[config.mk]
export PLATFORM = sky130hd
export DESIGN_NAME = dice_value_gen
export DESIGN_NICKNAME = d
export VERILOG_FILES = /design/src/rtl/dice_value_gen.sv
export SDC_FILE = /design/constraint.sdc
export NUM_CORES = 1
export LEC_CHECK = 0
export BUFFER_PORTS_ARGS = -buffer_cell sky130_fd_sc_hd__buf_2
export CAP_MARGIN = 15
export CORE_AREA = 10 10 62 102
export DETAILED_ROUTE_END_ITERATION = 7
export DIE_AREA = 0 0 72 112
export PLACE_DENSITY = 0.42
export SLEW_MARGIN = 30
export SYNTH_ARGS = -nofsm -noshare
export SYNTH_HDL_FRONTEND = slang
export SYNTH_SLANG_ARGS = --single-unit
export TNS_END_PERCENT = 50
[constraint.sdc]
create_clock -name clk -period 2.3 [get_ports clk]
set_clock_uncertainty 0.1 [all_clocks]
set_input_delay 0.46 -clock clk [delete_from_list [all_inputs] [get_ports clk]]
set_output_delay 0.46 -clock clk [all_outputs]
set_load 0.01 [all_outputs]
[src/rtl/dice_value_gen.sv]
// dice_value_gen
//   Consumes the ring-oscillator TRNG bit stream and turns it into a uniform
//   die face. A roll request starts the oscillator. The raw bit is
//   synchronized and optionally von Neumann debiased. Accepted bits are
//   shifted into 3-bit candidates, and candidates 0 and 7 are rejected so
//   that faces 1..6 are equally likely. The oscillator is halted again when a
//   face is produced. If no bit is accepted for TIMEOUT_CYCLES cycles, the
//   block parks in a sticky fault state.
//
// Parameters
//   DEBIAS          1 = von Neumann pair debiasing, 0 = accept every bit
//   TIMEOUT_CYCLES  cycles without an accepted bit before fault (>= 4)
//
// Ports
//   clk          system clock
//   reset_n      asynchronous active-low reset
//   roll         roll request, ignored while busy
//   random_in    raw TRNG bit, asynchronous to clk
//   stop         oscillator halt (1 = halted)
//   busy         collection in progress
//   value_valid  one-cycle pulse when value is updated
//   value        last die face 1..6 (0 only after reset)
//   fault        sticky entropy-source stall flag
module dice_value_gen #(
  parameter int DEBIAS         = 1,
  parameter int TIMEOUT_CYCLES = 1023
) (
  input  logic       clk,
  input  logic       reset_n,
  input  logic       roll,
  input  logic       random_in,
  output logic       stop,
  output logic       busy,
  output logic       value_valid,
  output logic [2:0] value,
  output logic       fault
);

  localparam int TW = $clog2(TIMEOUT_CYCLES + 1);
  localparam logic [TW-1:0] TMAX = TW'(TIMEOUT_CYCLES);

  typedef enum logic [1:0] {IDLE, FLUSH, COLLECT, FAULT} state_t;

  state_t        state, state_nx;
  logic          rnd_p0, rnd_p1;
  logic          flush_ph, flush_nx;
  logic [1:0]    bit_cnt, cnt_nx;
  logic          pair_flag, pair_nx;
  logic          pair_first, first_nx;
  logic [1:0]    sh, sh_nx;
  logic [TW-1:0] timer, timer_nx, timer_inc;
  logic [2:0]    value_nx;
  logic          vv_nx;
  logic          accept, b;
  logic [2:0]    cand;

  // Only 1..6 are valid faces; 0 and 7 are rejected to keep the distribution uniform.
  function automatic logic face_ok(input logic [2:0] c);
    return (c != 3'd0) && (c != 3'd7);
  endfunction

  // Synchronizer stage: rnd_p1 is the synchronized sample s.
  always_ff @(posedge clk or negedge reset_n) begin
    if (!reset_n) begin
      rnd_p0 <= 1'b0;
      rnd_p1 <= 1'b0;
    end else begin
      rnd_p0 <= random_in;
      rnd_p1 <= rnd_p0;
    end
  end

  // State and collection registers.
  always_ff @(posedge clk or negedge reset_n) begin
    if (!reset_n) begin
      state       <= IDLE;
      flush_ph    <= 1'b0;
      bit_cnt     <= 2'd0;
      pair_flag   <= 1'b0;
      pair_first  <= 1'b0;
      sh          <= 2'd0;
      timer       <= '0;
      value       <= 3'd0;
      value_valid <= 1'b0;
    end else begin
      state       <= state_nx;
      flush_ph    <= flush_nx;
      bit_cnt     <= cnt_nx;
      pair_flag   <= pair_nx;
      pair_first  <= first_nx;
      sh          <= sh_nx;
      timer       <= timer_nx;
      value       <= value_nx;
      value_valid <= vv_nx;
    end
  end

  always_comb begin
    state_nx  = state;
    flush_nx  = flush_ph;
    cnt_nx    = bit_cnt;
    pair_nx   = pair_flag;
    first_nx  = pair_first;
    sh_nx     = sh;
    timer_nx  = timer;
    value_nx  = value;
    vv_nx     = 1'b0;
    accept    = 1'b0;
    b         = 1'b0;
    cand      = {sh, 1'b0};
    timer_inc = timer + TW'(1);

    case (state)
      IDLE, FAULT: begin
        if (roll) begin
          state_nx = FLUSH;
          flush_nx = 1'b0;
          cnt_nx   = 2'd0;
          pair_nx  = 1'b0;
          first_nx = 1'b0;
          sh_nx    = 2'd0;
          timer_nx = '0;
        end
      end

      FLUSH: begin
        // Two cycles of discarded samples let the oscillator settle and
        // flush stale synchronizer contents.
        flush_nx = 1'b1;
        timer_nx = timer_inc;
        if (timer_inc == TMAX) state_nx = FAULT;
        else if (flush_ph)     state_nx = COLLECT;
      end

      COLLECT: begin
        if (DEBIAS == 0) begin
          accept = 1'b1;
          b      = rnd_p1;
        end else if (!pair_flag) begin
          pair_nx  = 1'b1;
          first_nx = rnd_p1;
        end else begin
          // 10 -> 1, 01 -> 0; equal pairs carry bias and are dropped.
          pair_nx = 1'b0;
          if (pair_first != rnd_p1) begin
            accept = 1'b1;
            b      = pair_first;
          end
        end

        cand = {sh, b};

        if (accept) begin
          // An accept always clears the timer, even on the timeout cycle.
          sh_nx    = cand[1:0];
          timer_nx = '0;
          if (bit_cnt == 2'd2) begin
            cnt_nx = 2'd0;
            if (face_ok(cand)) begin
              value_nx = cand;
              vv_nx    = 1'b1;
              state_nx = IDLE;
            end
          end else begin
            cnt_nx = bit_cnt + 2'd1;
          end
        end else begin
          timer_nx = timer_inc;
          if (timer_inc == TMAX) state_nx = FAULT;
        end
      end

      default: state_nx = IDLE;
    endcase
  end

  assign stop  = (state == IDLE) || (state == FAULT);
  assign busy  = (state == FLUSH) || (state == COLLECT);
  assign fault = (state == FAULT);

endmodule

==> results.md <==
* Share of cells above drive strength 1 at 0.201
* Unrepaired setup endpoints after global routing: false
* Peak VDD IR at 597 uV
* Post-DR wirelength/cell at 15.8 um
* Fraction of registers with async set/reset at 1.00
* CTS sink cnt at 25
* CTS H-tree lvls at 1
* FF-to-FF End: state[1]$_DFFE_PN0P_
* Global placement routability congestion at 0.828
* Status: finished clean
* Synth area leader: dfrtp_1
* 1st-iter DRT viols at 15
* PortBufs at 10
* Worst-margin pin slew at 0.576 ns
* CP max FO at 6
* Root buffer cell: clkbuf_8
* Worst Setup Path Type: flop to flop
* Number of synthesized flops with an enable pin at 0
* Clk slew on worst S/H paths at 0.09 ns
* Hold Slack at slightly above 0.08 ns
* Final WL at 3.17 mm
* Syn Inst Count at 132
* CTS buffer count at 3
* Leakage at 0.000707 uW
* Die area at 8060 um2
* Core area at 4620 um2
* Total power at 1650 uW
* DR vias at 1033
* Dominant synthesized flop cell: dfrtp_1
* Critical register-to-register path startpoint: timer[0]$_DFFE_PN0P_
* Worst hold path type: input port to asynchronous set/reset pin
* Post-route DRC at 0
* Simple-gate share of the synthesized area at 0.192
* Slew headroom at 0.616
* Startpoint Class: flop
* Peak Freq at 471 MHz
* Worst skew pair latency at 0.26 ns
* Rows at 33
* CP Capture Type: flop
* Unique masters post-synth at 38
* Routed Antenna Nets at 0
* IO Pins at 11
* Main combinational cell family by area after synthesis: compound AO/OA/AOI/OAI gates
* Finished Core Util at 0.332
* Post-DR vias/cell at 5.14
* TritonCTS clock tree: done
* Worst R2R Setup Slack at around 0.18 ns
* Final number of hold-violating endpoints at 0
* Largest net degree at the start of global routing at 26
* FF+latch count, synth at 25
* Synth-to-Final Area Change at 14.8%
* Fin. max-slew vios at 0
* Setup bufs post-CTS at 0
* Post-Syn Nets at 142
* Post-synthesis mux area share at 0.0478
* Post-Syn Area at 1340 um2
* CP arrival at 2.17 ns
* All-Layer GR Usage at 0.0803
* CP Capture Point: state[1]$_DFFE_PN0P_
* Period utilization at 0.922
* Initial antenna violation count at 0
* Register area share after synthesis at 0.468
* Final Critical Period at 2.12 ns
* First-pass GRT wire length at approximately 5.2 mm
* Reg2reg path depth at 6
* Pwr Density at 1080 nW/um2
* Die width at 72 um
* Nets at 160
* Drt first pass iters at 4
* Worst path required time at 2.35 ns
* Adder-cell share of the synthesized area at 0.0562
* Total congestion overflow at 0
* Synth Area in XOR/XNOR at 0.0131
* Share of the synthesized area in the top cell type at 0.468
* Setup tns final at 0 ns
* Die height at 112 um
* Fill cell count at 490
* Synth warnings at 0
* Antenna diode count at 0
* Post-DP HPWL at around 2.5 mm
* Ranking of synthesized cells by area: dfrtp_1, ha_1, o21ai_0, nand2_1, a21oi_1
* Avg Synthesized Cell Area at 10.1 um2
* Crit. Startpoint: timer[0]$_DFFE_PN0P_
* Starting density of the core at 0.289
* Vias in the first global route at between 1000 and 1500
* Final Setup Violations at 0
* Max cap viols at 0
* CTS max path bufs at 2
* Compound-gate portion of the synthesized area at 0.195
## metal layers
layer  track usage  part of all wire  vias to the layer above
met5             0                 0                        -
met1        0.0737              0.37                      509
met4        0.0311            0.0085                        0
li1              -                 -                      514
met3        0.0160             0.022                        2
met2         0.160              0.60                        8
## flip-flops by register name (all words and copies together), names as in the netlist
register     cells
timer           10
value            3
bit_cnt          2
sh               2
state            2
flush_ph         1
pair_first       1
pair_flag        1
rnd_p0           1
rnd_p1           1
value_valid      1
## where the power goes
part	switching (uW)	total (uW)	internal, uW
clock	139	263	124
sequential	99.3	621	522
combinational	453	768	315
## cell usage after synthesis, types with 2 or more instances
cell type,instances
a21oi_1,7
a22o_1,4
a31oi_1,2
clkbuf_1,2
dfrtp_1,25
ha_1,6
inv_1,8
mux2_2,3
mux2i_1,3
nand2_1,14
nand2b_1,3
nand3_1,3
nand4_1,3
nor2_1,8
nor2b_1,3
nor3_1,2
o211ai_2,2
o21ai_0,14
## per-stage QoR
step                      setup slack [ns]  instances  cell area (um2)
after global routing                0.0363        201             1530
after global placement               0.116        197             1480
after CTS                            0.103        201             1530
after detailed placement             0.115        197             1480
after floorplan                      0.341        132             1340
final                                0.179        201             1530
## worst min-delay path by stage
stage | start | end | slack, ns | depth (start not counted)
global route | reset_n | sh[1]$_DFFE_PN0P_ | 0.11 | 1
global placement | rnd_p0$_DFF_PN0_ | rnd_p1$_DFF_PN0_ | 0.26 | 0
finish | reset_n | bit_cnt[0]$_DFFE_PN0P_ | 0.08 | 1
detailed placement | rnd_p0$_DFF_PN0_ | rnd_p1$_DFF_PN0_ | 0.25 | 0
CTS | reset_n | bit_cnt[1]$_DFFE_PN0P_ | 0.11 | 1
floorplan | reset_n | bit_cnt[0]$_DFFE_PN0P_ | 0.06 | 0
## layout make-up
class	instances	area, um2	area share
clock buffer	4	45.0	0.0294
inverter	8	30.0	0.0196
multi-input combinational	97	681	0.444
sequential	25	626	0.408
tap	52	65.1	0.0424
timing repair buffer	15	87.6	0.0571
## layout by cell type, fill, tap and decap left out, types with 2 or more instances in the layout
cell type   n
nand3_1     3
a21oi_1     7
nor3_1      2
mux2i_1     3
clkbuf_8    3
nand2b_1    3
ha_1        6
mux2_2      3
nor2b_1     3
a31oi_1     2
inv_1       8
nand4_1     3
dfrtp_1    25
nand2_1    14
o211ai_2    2
buf_4       5
buf_2      10
a22o_1      4
o21ai_0    14
nor2_1      8
## repair_timing
item,4_1_cts,5_1_grt
gates resized for setup,0,1
hold buffers,0,0
setup endpoints to repair,0,1
## worst max-delay path: stages, from the launching register on
cell and delay, ns:
dfrtp_1 0.44, ha_1 0.27, nand3_1 0.15, or3_4 0.37, a2111oi_4 0.40, o211ai_2 0.15, mux2i_1 0.14
## cells by family (layout without fill, tap and decap cells)
family | after synthesis | after routing
flip-flops | 25 | 25
AND/OR/NAND/NOR | 46 | 46
buffers and inverters | 10 | 27
AO/OA/AOI/OAI | 37 | 37
adder cells (fa/ha/maj) | 6 | 6
multiplexers | 6 | 6
XOR/XNOR | 2 | 2
No activity file was read; power rests on OpenSTA's default activity.
